`src/rtl/tt_sweep.sv`:
```
// tt_sweep: walks a 7-input function through vectors 127..0 and streams its truth table as 16 bytes
//   clk       rising-edge clock for all state
//   rst       synchronous active-high reset
//   start     begin a sweep (only honoured in IDLE)
//   x0..x6    vector presented to the external function (x0 = LSB)
//   f_in      function value for the vector on x0..x6
//   tt_data   truth-table byte, MSB = highest vector of the byte
//   tt_valid  tt_data holds a byte
//   tt_ready  consumer takes the byte when tt_valid & tt_ready
//   busy      high outside IDLE
//   done      one-cycle pulse at sweep end
// Build option: define TT_SWEEP_REG_IN_EN to register f_in; each vector is then held
// for a present cycle and a capture cycle.
module tt_sweep (
  input  logic       clk,
  input  logic       rst,
  input  logic       start,
  output logic       x0,
  output logic       x1,
  output logic       x2,
  output logic       x3,
  output logic       x4,
  output logic       x5,
  output logic       x6,
  input  logic       f_in,
  output logic [7:0] tt_data,
  output logic       tt_valid,
  input  logic       tt_ready,
  output logic       busy,
  output logic       done
);
  localparam logic [1:0] IDLE = 2'd0, SWEEP = 2'd1, DRAIN = 2'd2, DONE = 2'd3;
  logic [1:0] state_q, state_d;
  logic [6:0] idx_q, idx_d, sr_q, sr_d;
  logic [2:0] cnt_q, cnt_d;
  logic [7:0] data_q, data_d;
  logic       valid_q, valid_d;
  logic       adv, cap, load, bit_in;
  // a sweep step may only proceed when the output register is free this cycle
  assign adv = (state_q == SWEEP) && (!valid_q || tt_ready);
`ifdef TT_SWEEP_REG_IN_EN
  logic f_q, ph_q, ph_d;
  // ph_q=0: vector presented; ph_q=1: capture the registered value of that same vector
  assign ph_d   = (state_q == SWEEP) ? (ph_q ^ adv) : 1'b0;
  assign bit_in = f_q;
  assign cap    = adv && ph_q;
  always_ff @(posedge clk) begin
    if (rst) begin
      f_q  <= 1'b0;
      ph_q <= 1'b0;
    end else begin
      f_q  <= f_in;
      ph_q <= ph_d;
    end
  end
`else
  assign bit_in = f_in;
  assign cap    = adv;
`endif
  assign load = cap && (cnt_q == 3'd7);
  always_comb begin
    state_d = (state_q == IDLE)  ? (start ? SWEEP : IDLE) :
              (state_q == SWEEP) ? ((cap && idx_q == 7'd0) ? DRAIN : SWEEP) :
              (state_q == DRAIN) ? ((valid_q && tt_ready) ? DONE : DRAIN) : IDLE;
    // index 0 is terminal: never decrement past it
    idx_d   = (state_q == IDLE) ? 7'd127 : (cap && idx_q != 7'd0) ? idx_q - 7'd1 : idx_q;
    sr_d    = (state_q == IDLE) ? 7'd0 : cap ? {sr_q[5:0], bit_in} : sr_q;
    cnt_d   = (state_q == IDLE) ? 3'd0 : cap ? cnt_q + 3'd1 : cnt_q;
    data_d  = load ? {sr_q, bit_in} : data_q;
    valid_d = load || (valid_q && !tt_ready);
  end
  always_ff @(posedge clk) begin
    if (rst) begin
      state_q <= IDLE;
      idx_q   <= 7'd127;
      sr_q    <= 7'd0;
      cnt_q   <= 3'd0;
      data_q  <= 8'd0;
      valid_q <= 1'b0;
    end else begin
      state_q <= state_d;
      idx_q   <= idx_d;
      sr_q    <= sr_d;
      cnt_q   <= cnt_d;
      data_q  <= data_d;
      valid_q <= valid_d;
    end
  end
  assign {x6, x5, x4, x3, x2, x1, x0} = (state_q == SWEEP) ? idx_q : 7'd0;
  assign tt_data  = data_q;
  assign tt_valid = valid_q;
  assign busy     = (state_q != IDLE);
  assign done     = (state_q == DONE);
endmodule

```
`config.mk`:
```
export PLATFORM = sky130hd
export DESIGN_NAME = tt_sweep
export DESIGN_NICKNAME = d
export VERILOG_FILES = /design/src/rtl/tt_sweep.sv
export SDC_FILE = /design/constraint.sdc
export NUM_CORES = 1
export LEC_CHECK = 0
export ABC_AREA = 1
export CAP_MARGIN = 20
export CORE_MARGIN = 8
export CORE_UTILIZATION = 50
export CTS_BUF_LIST = sky130_fd_sc_hd__clkbuf_8
export DETAILED_ROUTE_END_ITERATION = 10
export GPL_ROUTABILITY_DRIVEN = 0
export GPL_TIMING_DRIVEN = 0
export PLACE_DENSITY = 0.76
export RECOVER_POWER = 50
export REMOVE_ABC_BUFFERS = 1
export SLEW_MARGIN = 20
export SYNTH_ARGS = -nofsm -noshare
export SYNTH_HDL_FRONTEND = slang
export SYNTH_SLANG_ARGS = --single-unit
export TNS_END_PERCENT = 100
```
`constraint.sdc`:
```
create_clock -name clk -period 2.1 [get_ports clk]
set_input_delay 0.42 -clock clk [delete_from_list [all_inputs] [get_ports clk]]
set_output_delay 0.42 -clock clk [all_outputs]
set_load 0.01 [all_outputs]
```
# After elaboration in Yosys (flattened, before gate mapping)
# Index checks and enable logic that the tools add are counted.
[totals]
reg_bits = 28
in_bits = 5
[classes]
add_sub_neg = 2
n_eq_ne = 4
n_mux = 7
n_reduce_logical = 15
[ops]
columns = ["operator", "count"]
rows = [
  ["$mux 2", 4],
  ["$logic_not 7->1", 1],
  ["$mux 7", 1],
  ["$reduce_bool 7->1", 1],
  ["$sub 7x1->7 const B", 1],
  ["$logic_and 1x1->1", 6],
  ["$eq 2x2->1 const B", 2],
  ["$add 3x1->3 const B", 1],
  ["$eq 3x3->1 const B", 1],
  ["$eq 2x1->1 const B", 1],
  ["$logic_not 1->1", 2],
  ["$logic_not 2->1", 1],
  ["$logic_or 1x1->1", 2],
  ["$mux 1", 2],
  ["$reduce_bool 2->1", 1],
  ["$reduce_or 2->1", 1],
]

# Longest topological paths before layout
[depth]
ltp_word = 7
ltp_mapped = 9

# Worst setup path after synthesis
# No wires, ideal clock.
[synth_timing]
kind = "register -> register"
startpoint = "register idx_q[0]"
endpoint = "register idx_q[5]"
setup_time_ns = 0.120
arrival_ns = 1.132
t_required_ns = 1.980
path_slack_ns = 0.848
path_stages_with_launch = 10
period_less_slack_ns = 1.252
path_cell_list = "dfxtp_1 > inv_1 > ha_1 > inv_1 > nor2_1 > nand3_2 > nand2_4 > inv_2 > nand2_1 > nand3_1"
[synth_between]
elab_chain_len = 2
[synth_lines]
columns = ["item", "line", "rtl"]
rows = [
  ["start: declaration", "34", "logic [6:0] idx_q, idx_d, sr_q, sr_d;"],
  ["start signal: assignment", "82", "idx_q <= idx_d;"],
  ["parallel branches: the longest is 2 deep, another holds $sub 7x1->7", "--", ""],
]
# Parallel ways; which one is timed is not known.
# A chain may end at the register's enable or synchronous reset.

# Worst setup path after layout
[layout_timing]
startpoint = "register state_q[1]"
endpoint = "output port x5"
[layout_between]
elab_chain_len = 2
[layout_lines]
columns = ["item", "line", "rtl"]
rows = [
  ["start: declaration", "33", "logic [1:0] state_q, state_d;"],
  ["start signal: assignment", "81", "state_q <= state_d;"],
  ["$eq 2x1->1", "89", "assign {x6, x5, x4, x3, x2, x1, x0} = (state_q == SWEEP) ? idx_q : 7'd0;"],
  ["$mux 7", "89", ""],
  ["end: declaration", "23", "output logic x5,"],
]
# Every way passes these cells.

==> impl_summary.txt <==
----------------------------------------------------
[Floorplanning]
  Core area ... approximately 2500 sq um
  I/O pin total ... 23
  Die area ... between 4000 and 5000 sq um
  Vertical die dimension ... around 67 um
  Die width ... about 67 um
  Cell row count ... 18
  Effective utilization at floorplan ... between 50% and 60%

[STA]
  Fmax achieved ... around 520 MHz
  Min cycle time layout ... 1.94 ns
  Accumulated negative setup slack ... 0 ns
  Clock skew ... ~0.0075 ns
  Hold slack final ... approximately 0.46 ns
  Worst-margin pin slew ... between 0.5 and 0.6 ns
  RSZ-0062 raised after global routing ... no
  Share of the clock period used by the worst path after layout ... roughly 90%
  Number of hold-slack violations in the final timing report ... 0
  Worst slew margin relative to its limit ... between 60 and 70%
  Number of pins exceeding their max-slew limit in the final report ... 0
  Setup violators final ... 0

[Drt]
  Vias ... 1143
  DR pass1 iterations ... 4
  Overall routed net length ... ~2.6 mm
  Vias per cell ... between 4 and 5
  Detailed Route Iter0 Violations ... between 50 and 60
  Post-DRT Antenna Nets ... 0
  DRC violations left ... 0
  Routed wire length per instance ... approximately 11 um

[Synthesis]
  Register bit total from synthesis ... 28
  Proportion of synthesized chip area in sequential cells ... 43.0%
  Total number of yosys warnings ... 0
  Post-synth design cell area ... 1310 sq um
  Avg Inst Size Synth ... about 7.3 sq um
  Distinct cell type count of the synthesized netlist ... 19
  Post-Syn Instances ... between 150 and 200

[Worst setup path]
  RR Endpoint ... tt_data[7]
  CP startpoint kind ... flop
  Worst EP required ... 1.68 ns
  Worst setup path endpoint ... x5
  Maximum fanout along the worst path ... 8
  Slack of the worst reg-to-reg path ... slightly below 0.4 ns
  Crit path from ... state_q[1]
  Register-to-Register Path Depth ... 7
  RR Startpoint ... state_q[0]
  Endpoint class of the critical path ... output pin
  Arrival time at the worst endpoint ... between 1.5 and 2 ns
  Critical path start-end classification ... reg2out

[CTS]
  Number of buffers added by the clock tree synthesis step ... 3
  Clk Latency, worst-skew pair ... ~0.27 ns
  Number of clock sinks ... 28
  Clk Tree Root Cell ... sky130_fd_sc_hd__clkbuf_8
  Post-CTS setup-driven buffer insertion count ... 0
  Clock slew seen by the registers of the worst setup and hold paths ... ~0.090 ns
  Clock tree buffer depth ... 2
  CTS tree ... yes
  Number of H-tree levels ... 1

[Outcome]
  Outcome ... finished, final reports clean

[Finish]
  Count of nets after finishing ... about 210
  FILL cells ... between 200 and 250
  Commonest non-fill, non-tap cells in the layout ... 40 x sky130_fd_sc_hd__nand2_1, 36 x sky130_fd_sc_hd__nor2_1, 28 x sky130_fd_sc_hd__dfxtp_1
  Area Overhead vs Synth ... 21.6%
  Multi-input logic area ... around 630 sq um
  Total inserted antenna cells ... 0
  Layout cell share with drive strength beyond 1 ... a little under a tenth
  Sequential standard cell area ... 561 sq um
  Most frequent standard cell in the layout excluding fill and tap cells ... sky130_fd_sc_hd__nand2_1

[Placement]
  Input/output buffers ... 22
  Post-DP HPWL ... roughly 2 mm

[Global route]
  Via count of the first global-routing pass ... 1032
  GRT Total Usage ... between 10% and 20%
  Remaining global-route overflow ... 0
  Largest net degree at the start of global routing ... 19
  Number of antenna violations at the first check in global routing ... 0
  First-pass GRT wire length ... 4.50 mm

[Power and ir drop]
  Power per standard cell area ... approximately 720 nW/um^2
  Max IR drop VDD ... 0.795 mV
  Static Leak ... ~0.76 nW

[Run]
  Max-cap violation count ... 0

[Worst hold path]
  Worst min-delay path class ... reg2reg

----------------------------------------------------
[sequential cells by signal, summed over array words and instances, names as in the netlist]
signal and count:
cnt_q 3, tt_valid 1, state_q 2, tt_data 8
idx_q 7, sr_q 7
[layout make-up]
cell class	count	area share (%)
clock buffer	3	2.60
multi-input combinational	129	39.7
clock inverter	1	1.89
inverter	18	4.26
sequential	28	35.3
timing repair buffer	22	13.9
tap	30	2.37
[worst max-delay path, stage by stage, from the launching register on]
cell and delay, ns:
sky130_fd_sc_hd__dfxtp_1 0.37, sky130_fd_sc_hd__inv_2 0.10, sky130_fd_sc_hd__nand2_2 0.12, sky130_fd_sc_hd__nor2_1 0.12, sky130_fd_sc_hd__clkdlybuf4s50_1 0.55
[worst min-delay path by stage]
stage	from	end	cells after the start	slack (ns)
5_1_grt	tt_data[1]	tt_data[1]	2	0.48
3_3_place_gp	cnt_q[0]	cnt_q[0]	1	0.44
2_1_floorplan	cnt_q[0]	cnt_q[0]	1	0.43
3_5_place_dp	cnt_q[0]	cnt_q[0]	1	0.45
6_report	tt_data[1]	tt_data[1]	2	0.46
4_1_cts	cnt_q[0]	cnt_q[0]	1	0.47
[timing repair]
| action | 4_1_cts | 5_1_grt |
|---|---|---|
| resized for setup | 0 | 1 |
| hold buffers | 0 | 0 |
| endpoints found under the setup margin | 0 | 2 |
[stage by stage]
stage / utilization (%) / instances / power [W] / setup WS (ns) / area [sq um]
6_report: 64.0 / 231 / 0.00115 / 0.161 / 1590
5_1_grt: 64.0 / 231 / 0.00121 / 0.0428 / 1590
4_1_cts: 64.6 / 231 / 0.00117 / 0.0726 / 1600
3_5_place_dp: 61.7 / 227 / 0.000753 / 0.266 / 1530
3_3_place_gp: 61.7 / 227 / 0.000747 / 0.308 / 1530
2_1_floorplan: - / 175 / 0.000683 / 0.840 / 1270
[power by group]
| part | total [W] | switching [W] | internal, W |
|---|---|---|---|
| Sequential | 0.000563 | 0.0000161 | 0.000546 |
| Combinational | 0.000174 | 0.000104 | 0.0000705 |
| Clock | 0.000412 | 0.000157 | 0.000255 |
[synth_stat cells]
| library cell | n | area [sq um] |
|---|---|---|
| sky130_fd_sc_hd__nand3_1 | 13 | 65.1 |
| sky130_fd_sc_hd__nor2_1 | 36 | 135 |
| sky130_fd_sc_hd__nand3_2 | 1 | 10.0 |
| sky130_fd_sc_hd__buf_6 | 3 | 33.8 |
| sky130_fd_sc_hd__inv_1 | 13 | 48.8 |
| sky130_fd_sc_hd__inv_2 | 4 | 15.0 |
| sky130_fd_sc_hd__nor2_2 | 2 | 12.5 |
| sky130_fd_sc_hd__nand2_4 | 2 | 22.5 |
| sky130_fd_sc_hd__inv_4 | 1 | 6.26 |
| sky130_fd_sc_hd__nand2_1 | 41 | 154 |
| sky130_fd_sc_hd__o21ai_2 | 2 | 17.5 |
| sky130_fd_sc_hd__nand4_1 | 2 | 12.5 |
| sky130_fd_sc_hd__xor2_1 | 1 | 8.76 |
| sky130_fd_sc_hd__nor2_4 | 4 | 45.0 |
| sky130_fd_sc_hd__a21oi_1 | 7 | 35.0 |
| sky130_fd_sc_hd__ha_1 | 4 | 50.1 |
| sky130_fd_sc_hd__o21ai_0 | 12 | 60.1 |
| sky130_fd_sc_hd__nand2_2 | 2 | 12.5 |
| sky130_fd_sc_hd__dfxtp_1 | 28 | 561 |
[kinds of logic after synthesis]
| kind of cell | synth area share (%) |
|---|---|
| compound gates | 8.63 |
| xor+xnor | 0.671 |
| flops | 43.0 |
| simple gates | 36.0 |
| fa+ha+maj | 3.84 |
| buf+inv | 7.96 |
[metal layers]
layer  vias up  global-route usage, %  part of all wire, %
met1       512                   14.5                   45
met5         -                      0                    0
met3         6                   3.69                  4.0
met2        16                   22.0                   49
met4         0                   3.92                  1.4
li1        609                      -                    -
Power figures use the tool's default switching activity.
